===== src/rtl/tff_bank_ctrl.sv =====
// Sequencing controller for a bank of external toggle flip-flops: clears, loads
// and counts the bank through its T inputs, then verifies the read-back against a shadow.
module tff_bank_ctrl #(
  parameter int WIDTH = 8
) (
  input  logic             CLK,
  input  logic             RST,
  input  logic             CMD_VALID,
  output logic             CMD_READY,
  input  logic [1:0]       CMD_OP,
  input  logic [WIDTH-1:0] CMD_ARG,
  input  logic [WIDTH-1:0] Q,
  output logic [WIDTH-1:0] T,
  output logic             BUSY,
  output logic             DONE,
  output logic             MISMATCH,
  output logic             WRAP
);

  localparam logic [1:0] OP_CLEAR = 2'b00;
  localparam logic [1:0] OP_LOAD  = 2'b01;
  localparam logic [1:0] OP_UP    = 2'b10;
  localparam logic [1:0] OP_DOWN  = 2'b11;

  typedef enum logic [2:0] {
    S_INIT,
    S_IDLE,
    S_APPLY,
    S_COUNT,
    S_CHECK
  } state_t;

  state_t           state_reg;
  logic [1:0]       op_reg;
  logic [WIDTH-1:0] arg_reg;
  logic [WIDTH-1:0] shadow_reg;
  logic [WIDTH-1:0] cnt_reg;
  logic             done_reg;
  logic             mismatch_reg;
  logic             wrap_reg;

  // Prefix ANDs of Q and ~Q give the ripple-carry toggle pattern for up/down counting.
  logic [WIDTH:0]   ones_pre;
  logic [WIDTH:0]   zeros_pre;
  logic [WIDTH-1:0] step_t;
  logic [WIDTH-1:0] target;
  logic             count_wrap;

  assign ones_pre[0]  = 1'b1;
  assign zeros_pre[0] = 1'b1;

  generate
    for (genvar gi = 0; gi < WIDTH; gi++) begin : g_prefix
      assign ones_pre[gi+1]  = ones_pre[gi] & Q[gi];
      assign zeros_pre[gi+1] = zeros_pre[gi] & ~Q[gi];
    end
  endgenerate

  assign step_t     = (op_reg == OP_DOWN) ? zeros_pre[WIDTH-1:0] : ones_pre[WIDTH-1:0];
  assign count_wrap = (op_reg == OP_DOWN) ? zeros_pre[WIDTH] : ones_pre[WIDTH];
  assign target     = (op_reg == OP_LOAD) ? arg_reg : '0;

  // T has no register stage: the bank toggles on the edge that ends this cycle.
  always_comb begin
    T = '0;
    if (!RST) begin
      case (state_reg)
        S_INIT:  T = Q;
        S_APPLY: T = Q ^ target;
        S_COUNT: T = step_t;
        default: T = '0;
      endcase
    end
  end

  assign CMD_READY = !RST && (state_reg == S_IDLE);
  assign BUSY      = RST || (state_reg != S_IDLE);
  assign DONE      = done_reg && !RST;
  assign MISMATCH  = mismatch_reg && !RST;
  assign WRAP      = wrap_reg && !RST;

  always_ff @(posedge CLK) begin
    if (RST) begin
      state_reg    <= S_INIT;
      op_reg       <= OP_CLEAR;
      arg_reg      <= '0;
      shadow_reg   <= '0;
      cnt_reg      <= '0;
      done_reg     <= 1'b0;
      mismatch_reg <= 1'b0;
      wrap_reg     <= 1'b0;
    end else begin
      done_reg <= 1'b0;
      case (state_reg)
        S_INIT: state_reg <= S_IDLE;
        S_IDLE: begin
          if (CMD_VALID) begin
            op_reg       <= CMD_OP;
            arg_reg      <= CMD_ARG;
            mismatch_reg <= 1'b0;
            wrap_reg     <= 1'b0;
            case (CMD_OP)
              OP_CLEAR: shadow_reg <= '0;
              OP_LOAD:  shadow_reg <= CMD_ARG;
              OP_UP:    shadow_reg <= shadow_reg + CMD_ARG;
              default:  shadow_reg <= shadow_reg - CMD_ARG;
            endcase
            if (!CMD_OP[1]) begin
              state_reg <= S_APPLY;
            end else if (CMD_ARG == '0) begin
              state_reg <= S_CHECK;
            end else begin
              cnt_reg   <= CMD_ARG;
              state_reg <= S_COUNT;
            end
          end
        end
        S_APPLY: state_reg <= S_CHECK;
        S_COUNT: begin
          cnt_reg <= cnt_reg - WIDTH'(1);
          if (count_wrap) wrap_reg <= 1'b1;
          if (cnt_reg == WIDTH'(1)) state_reg <= S_CHECK;
        end
        S_CHECK: begin
          // Resync to the real bank so a stuck bit is reported once, not forever.
          mismatch_reg <= (Q != shadow_reg);
          shadow_reg   <= Q;
          done_reg     <= 1'b1;
          state_reg    <= S_IDLE;
        end
        default: state_reg <= S_INIT;
      endcase
    end
  end

endmodule


===== config.mk =====
export PLATFORM = sky130hd
export DESIGN_NAME = tff_bank_ctrl
export DESIGN_NICKNAME = d
export VERILOG_FILES = /design/src/rtl/tff_bank_ctrl.sv
export SDC_FILE = /design/constraint.sdc
export NUM_CORES = 1
export LEC_CHECK = 0
export CAP_MARGIN = 10
export CORE_UTILIZATION = 55
export CTS_CLUSTER_SIZE = 12
export DETAILED_ROUTE_END_ITERATION = 8
export PLACE_DENSITY = 0.86
export SLEW_MARGIN = 40
export SYNTH_ARGS = -nofsm -noshare
export SYNTH_HDL_FRONTEND = slang
export SYNTH_SLANG_ARGS = --single-unit

===== constraint.sdc =====
create_clock -name CLK -period 5.65 [get_ports CLK]
set_input_delay 0.8475 -clock CLK [delete_from_list [all_inputs] [get_ports CLK]]
set_output_delay 0.8475 -clock CLK [all_outputs]
set_load 0.01 [all_outputs]

**Word level (Yosys, flattened, before mapping)**

Cells that the tools add are included.

- Register bits after elaboration: 32
- Output and inout bits: 13
- Word-level logic and storage cells: 89

- Add/sub/neg operators: 3
- Equality and inequality tests: 16
- Mux-type cells: 22
- Bitwise logic cells: 23
- Reductions and logical operators: 17

Operator list:

| cell | count |
|---|---|
| $mux W8 | 7 |
| $pmux W8 S3 | 2 |
| $pmux W8 S2 | 2 |
| $and A1 B1 Y1 | 14 |
| $mux W3 | 4 |
| $pmux W3 S4 | 1 |
| $ne A2 B2 Y1 const B | 5 |
| $add A8 B8 Y8 | 1 |
| $eq A8 B1 Y1 const B | 1 |
| $logic_not A8 Y1 | 1 |
| $ne A8 B8 Y1 | 1 |
| $not A1 Y1 | 8 |
| $sub A8 B1 Y8 const B | 1 |
| $sub A8 B8 Y8 | 1 |
| $xor A8 B8 Y8 | 1 |
| $eq A3 B2 Y1 const B | 2 |
| $reduce_and A2 Y1 | 3 |
| $eq A2 B1 Y1 const B | 2 |
| $eq A2 B2 Y1 const B | 2 |
| $logic_and A1 B1 Y1 | 4 |
| $mux W1 | 4 |
| $pmux W1 S2 | 2 |
| $reduce_and A4 Y1 | 1 |
| $reduce_bool A2 Y1 | 2 |
| 9 further kinds | 9 |

**Logic depth before layout (Yosys ltp)**

Gate-level depths: netlist of run 1.

- Word-level depth: 11
- Gate-level depth with buffers: 11
- Depth with buffers taken out: 10

**Least setup slack after synthesis of run 1**

Ideal clock, no wire load.

- Kind: input to output
- Start point: input port Q[0]
- End point: output port T[7]
- Data arrival time: 2139 ps
- Data required time: 4803 ps
- Slack: 2663 ps
- Stages on the path: 6
- Path buffers: 1
- Cells stage by stage: buf_6 -> and4bb_1 -> or4b_4 -> nor3_1 -> o21ai_1 -> a21oi_1

- Word-level cells in the longest chain between the ends: 10

Ends and longest elaborated chain:

| item | line | source |
|---|---|---|
| from (decl) | 12 | `input logic [WIDTH-1:0] Q,` |
| $not A1 Y1 | 55 | `assign zeros_pre[gi+1] = zeros_pre[gi] & ~Q[gi];` |
| $and A1 B1 Y1 (6 in a row) | 55 |  |
| $mux W8 * | 59 | `assign step_t = (op_reg == OP_DOWN) ? zeros_pre[WIDTH-1:0] : ones_pre[WIDTH-1:0];` |
| $pmux W8 S3 * | 67 | `case (state_reg)` |
| $mux W8 * | 66 | `if (!RST) begin` |
| to (decl) | 13 | `output logic [WIDTH-1:0] T,` |

Every way passes the cells marked *; elsewhere a longest branch is shown, timed or not.

**Worst setup path after layout of run 1**

Ends and elaborated chain as after synthesis.

==> results.json, run 1 <==
{
  "outcome": "finished, final reports clean",
  "fp-row-count": 24,
  "io_pins": 34,
  "finalNetCount": 391,
  "fillers": 384,
  "min_path_type": "reg -> reg",
  "place_congestion": 0.9772,
  "peakVddDrop_uv": 110.0,
  "ys_warn_count": 0,
  "cts.sinks": 32,
  "routed_wl_mm": 6.612,
  "clock_path_buffers": 2,
  "first_iter_violations": 233,
  "port_buffers": 33,
  "yosys.area.top_type_share_pct": 25.33,
  "syn_nets": 373,
  "path_common_cell": "clkdlybuf4s50_1",
  "syn_to_final_growth_pct": 15.88,
  "root_buffer": "clkbuf_8",
  "clkTransAtPathRegs_ns": 0.07,
  "setup_tns_ns": 0,
  "fmax_ghz": 0.2482,
  "power.density_nw_per_um2": 226.4,
  "grt_pass1_wl_mm": 11.00,
  "crit_type": "in -> out",
  "insertion_delay_ns": 0.29,
  "post-route-period-util_pct": 71.31,
  "post_cts_resized": 0,
  "maxSlewViolCount": 0,
  "floorplan.initialDensity_pct": 57.68,
  "overflow": 0,
  "first_pass_iters": 5,
  "synth_cells": 339,
  "grt_setup_unrepaired": "no",
  "final_util_pct": 66.84,
  "synth_edf_count": 0,
  "drive_gt1_share_pct": 4.190,
  "ant_nets": 0,
  "hold_buffers": 0,
  "slowest_delay_ns": 0.54,
  "die_area_sq_um": 4873,
  "yosys.area.top_type": "dfxtp_1",
  "grt_usage_pct": 28.25,
  "finalHoldViolCount": 0,
  "cp.arrival_ns": 3.18,
  "worst_slew_pin_slew_ns": 0.7360,
  "cts_max_level": 2,
  "first_global_vias": 2316,
  "place.detailed.hpwl_mm": 4.824,
  "die_y_um": 69.81,
  "ys_ff_latch": 32,
  "cts_buffers": 5,
  "avgSynthCellArea_sq_um": 7.459,
  "required_ns": 4.80,
  "via_count": 2567,
  "cellLeakagePower_uw": 0.001048,
  "core_sq_um": 4384,
  "slew_headroom_pct": 50.72,
  "cts_setup_buffers": 0,
  "crit_fanout": 8,
  "wl_per_cell_um": 16.13,
  "maxCapViolCount": 0,
  "finalCriticalPeriod_ns": 4.029,
  "drc_errors": 0,
  "slowest_stage": "clkdlybuf4s50_1",
  "antenna_cells": 0,
  "synthArstFlopShare_pct": 0,
  "grt_start_max_net_pins": 26,
  "netlist_area_sq_um": 2529,
  "crit_path_cell_trace": "clkdlybuf4s50_1, and4bb_1, or4b_4, nor3_1, o21ai_1, a21oi_1, clkdlybuf4s50_1",
  "synthFlopType": "dfxtp_1",
  "startpoint_type": "input pin",
  "cp-end-kind": "output pin",
  "vias_per_cell": 6.261,
  "ys_seq_area_share_pct": 25.33,
  "ys_top_cells_by_area": "dfxtp_1 25%, a21oi_1 8.3%, nand2_1 6.1%",
  "tritoncts": "yes",
  "dieWidth_um": 69.81,
  "setup_viol_count_final": 0,
  "synthDistinctLibCells": 61,
  "fin_worst_skew_ns": 0.005967,
  "antenna_found_initial": 0
}
## power by group
part | total (uW) | switching (uW) | internal, uW | leakage [uW]
Combinational | 181 | 97.7 | 83.3 | 0.000732
Sequential | 260 | 19.7 | 240 | 0.000261
Clock | 223 | 91.8 | 131 | 0.0000552
Total | 663 | 209 | 454 | 0.00105
## routing by layer
metal / vias to the layer above / global-route usage [%] / routed length, um / part of all wire (%)
li1: 1246 / - / - / -
met1: 1189 / 36.13 / 2859 / 43
met2: 119 / 47.44 / 3105 / 47
met3: 13 / 5.233 / 515 / 7.8
met4: 0 / 9.778 / 131 / 2.0
met5: - / 0 / 0 / 0
## critical path, delay by kind of cell
family                 cells  cell delay, ns
AO/OA/AOI/OAI              2            0.23
buffers and inverters      2            1.08
AND/OR/NAND/NOR            3            1.03
## synth_stat cells (all sizes together), types with 2 or more instances
cell type  count
mux2i          2
or4            2
nand2         41
a31oi          5
a32oi          2
nor4           6
o21a           2
nand3         11
a211oi         4
and4bb         3
or4b           2
o311ai         2
clkbuf        11
and3b          2
ha            12
xor2           7
nor3b          2
dfxtp         32
a221oi         3
inv           11
and2           2
nor2          29
buf           12
nand4          3
or3            2
xnor2         17
nand4b         3
a21boi         3
o21ai         14
a21oi         43
nor3          10
nor2b          8
o21bai         2
o22ai          2
nand2b         5
a22oi          7
nand3b         3
## path summary, 6_finish.rpt
path	to	startpoint	slack (ns)	depth (start not counted)
worst max-delay path	T[7]	Q[0]	1.62	7
worst min-delay path	wrap_reg	wrap_reg	0.46	2
worst max register to register	cnt_reg[6]	state_reg[0]	3.19	5
worst min register to register	wrap_reg	wrap_reg	0.46	2
## layout make-up
| type | instances | area [sq um] | area share (%) |
|---|---|---|---|
| clock buffers | 6 | 72.57 | 2.477 |
| clock inverters | 2 | 35.03 | 1.196 |
| inverters | 11 | 41.29 | 1.409 |
| multi-input cells | 273 | 1738 | 59.31 |
| flip-flops and latches | 32 | 640.6 | 21.86 |
| well taps | 52 | 65.06 | 2.220 |
| repair buffers | 34 | 337.8 | 11.53 |
## cells by family (layout without fill, tap and decap cells)
family | after synthesis | after routing | share of synthesized area, %
AO/OA/AOI/OAI | 97 | 97 | 23.70
XOR/XNOR | 24 | 24 | 8.313
adder cells (fa/ha/maj) | 13 | 13 | 6.729
buffers and inverters | 34 | 53 | 5.937
flip-flops | 32 | 32 | 25.33
multiplexers | 3 | 3 | 1.237
AND/OR/NAND/NOR | 136 | 136 | 28.75
## metrics by stage
stage | setup slack, ns | instances | total power (uW) | hold slack (ns) | instance area, sq um
3_5_place_dp | 1.648 | 402 | 441.7 | 0.4516 | 2823
3_3_place_gp | 1.685 | 402 | 438.5 | 0.4430 | 2823
6_report | 1.621 | 410 | 663.3 | 0.4613 | 2930
4_1_cts | 1.645 | 410 | 661.7 | 0.4616 | 2930
2_1_floorplan | 2.663 | 339 | 386.9 | 0.4365 | 2529
5_1_grt | 1.474 | 410 | 696.1 | 0.4761 | 2930
## cell usage in the layout, fill, tap and decap left out, types with 3 or more instances in the layout
cell / n
a31oi_1: 5
o21ai_1: 6
a221oi_1: 3
nand3_1: 11
nand3b_1: 3
nand4_1: 3
nand2_1: 41
a21oi_1: 42
nor2b_1: 8
nor3_1: 10
nand4b_1: 3
o21ai_0: 8
nor2_1: 29
xnor2_1: 17
nand2b_1: 5
a22oi_1: 7
xor2_1: 7
inv_1: 11
nor4_1: 4
clkbuf_8: 5
ha_1: 12
clkdlybuf4s50_1: 33
a211oi_1: 4
dfxtp_1: 32
No activity file was read; power rests on OpenSTA's default activity.
==> run 2: changes to the inputs <==
Clock period 5.65 ns to 3.9 ns, I/O delays scaled along.
==> results.json, run 2 (same netlist as run 1, synthesis figures left out) <==
{
  "outcome": "finished, final reports clean",
  "fin_worst_skew_ns": 0.003714,
  "wl_met3_um": 498,
  "drc_errors": 0,
  "overflow": 0,
  "hold_buffers": 0,
  "root_buffer": "clkbuf_8",
  "slowest_stage": "clkdlybuf4s50_1",
  "antenna_found_initial": 0,
  "cts_max_level": 2,
  "slowest_delay_ns": 0.53,
  "cp-end-kind": "output pin",
  "grt_setup_unrepaired": "no",
  "routed_wl_mm": 6.857,
  "cts_buffers": 5,
  "cts.sinks": 32,
  "clock_path_buffers": 2,
  "first_iter_violations": 170,
  "cts_setup_buffers": 0,
  "worst_slew_pin_slew_ns": 0.7422,
  "io_pins": 34,
  "met2_wirelength_mm": 3.202,
  "required_ns": 3.31,
  "final_util_pct": 67.27,
  "finalCriticalPeriod_ns": 3.331,
  "clkTransAtPathRegs_ns": 0.06,
  "first_pass_iters": 5,
  "die_area_sq_um": 4873,
  "finalHoldViolCount": 0,
  "startpoint_type": "input pin",
  "slew_headroom_pct": 50.52,
  "insertion_delay_ns": 0.29,
  "critPathBufInv": 3,
  "syn_to_final_growth_pct": 16.63,
  "port_buffers": 33,
  "grt_start_max_net_pins": 28,
  "tritoncts": "yes",
  "met1Wirelength_mm": 3.052,
  "maxCapViolCount": 0,
  "wl_per_cell_um": 16.60,
  "maxSlewViolCount": 0,
  "finalNetCount": 395,
  "grt_pass1_wl_mm": 11.31,
  "fp-row-count": 24,
  "floorplan.initialDensity_pct": 57.68,
  "crit_fanout": 7,
  "dr.max_layer_used": "met4",
  "cp.arrival_ns": 2.75,
  "peakVddDrop_uv": 167.7,
  "antenna_cells": 0,
  "crit_path_cell_trace": "clkdlybuf4s50_1, buf_4, a21boi_1, nand4_1, mux2i_1, a22oi_1, nor2_1, clkdlybuf4s50_1",
  "dieWidth_um": 69.81,
  "first_global_vias": 2358,
  "grt_usage_pct": 28.94,
  "vias_per_cell": 6.274,
  "setup_viol_count_final": 0,
  "power_uw": 923.5,
  "via_count": 2591,
  "layout_commonest_cell": "a21oi_1",
  "crit_type": "in -> out",
  "min_path_type": "reg -> reg",
  "crit_path_start": "Q[0]",
  "place.detailed.hpwl_mm": 4.969,
  "core_sq_um": 4384,
  "fmax_ghz": 0.3002,
  "power.density_nw_per_um2": 313.2,
  "final_cell_mix": "42 x a21oi_1, 41 x nand2_1, 33 x clkdlybuf4s50_1",
  "holdCritStartpoint": "arg_reg[2]",
  "fillers": 408,
  "timing.rr.start": "state_reg[0]",
  "cellLeakagePower_uw": 0.001063,
  "die_y_um": 69.81,
  "drive_gt1_share_pct": 5.263,
  "post_cts_resized": 0,
  "post-route-period-util_pct": 85.42,
  "setup_tns_ns": 0,
  "place_congestion": 0.9562,
  "ant_nets": 0,
  "crit_family": "buffers and inverters",
  "path_common_cell": "clkdlybuf4s50_1"
}
run 2: changes by cell type in the layout (fill, tap and decap cells not counted), sizes merged:
cell	delta
buf	+4
bufinv	-1
clkbuf	+1
clkinv	-1
run 2: through the flow:
step | hold WS, ns | cells | setup WS [ns] | cell area [sq um]
after floorplan | 0.4365 | 339 | 1.182 | 2529
after global placement | 0.4439 | 406 | 0.5896 | 2853
after detailed placement | 0.4478 | 406 | 0.5827 | 2853
after CTS | 0.4575 | 413 | 0.5787 | 2949
after global routing | 0.4901 | 413 | 0.3853 | 2949
final | 0.4599 | 413 | 0.5686 | 2949
run 2: cell type report:
class                   count  area (sq um)  share of cell area [%]
multi-input cells         273          1738                   58.93
flip-flops and latches     32         640.6                   21.72
repair buffers             38         367.9                   12.47
clock buffers               7         96.34                   3.267
well taps                  52         65.06                   2.206
inverters                  11         41.29                   1.400
run 2: per-layer routing:
layer  vias up  global-route usage (%)
li1       1263                       -
met1      1206                   39.08
met2       111                   47.54
met3        11                   3.924
met4         0                   9.333
met5         -                       0
run 2: path summary, 6_finish.rpt:
path	cells past startpoint	slack, ns	endpoint
max reg2reg	4	1.62	shadow_reg[6]
min reg2reg	2	0.46	arg_reg[2]
max	8	0.57	T[6]
min	2	0.46	arg_reg[2]
run 2: power breakdown:
part	switching, uW	total [uW]	internal, uW
clock network	120	277	157
registers	28.1	376	348
logic	146	270	124
total	295	924	629
run 2: worst register-to-register path, cell delays in order (launching register included):
cell and delay [ns]:
dfxtp_1 0.64, nand2b_1 0.18, or3_1 0.66, a2111oi_0 0.54
a211oi_1 0.13
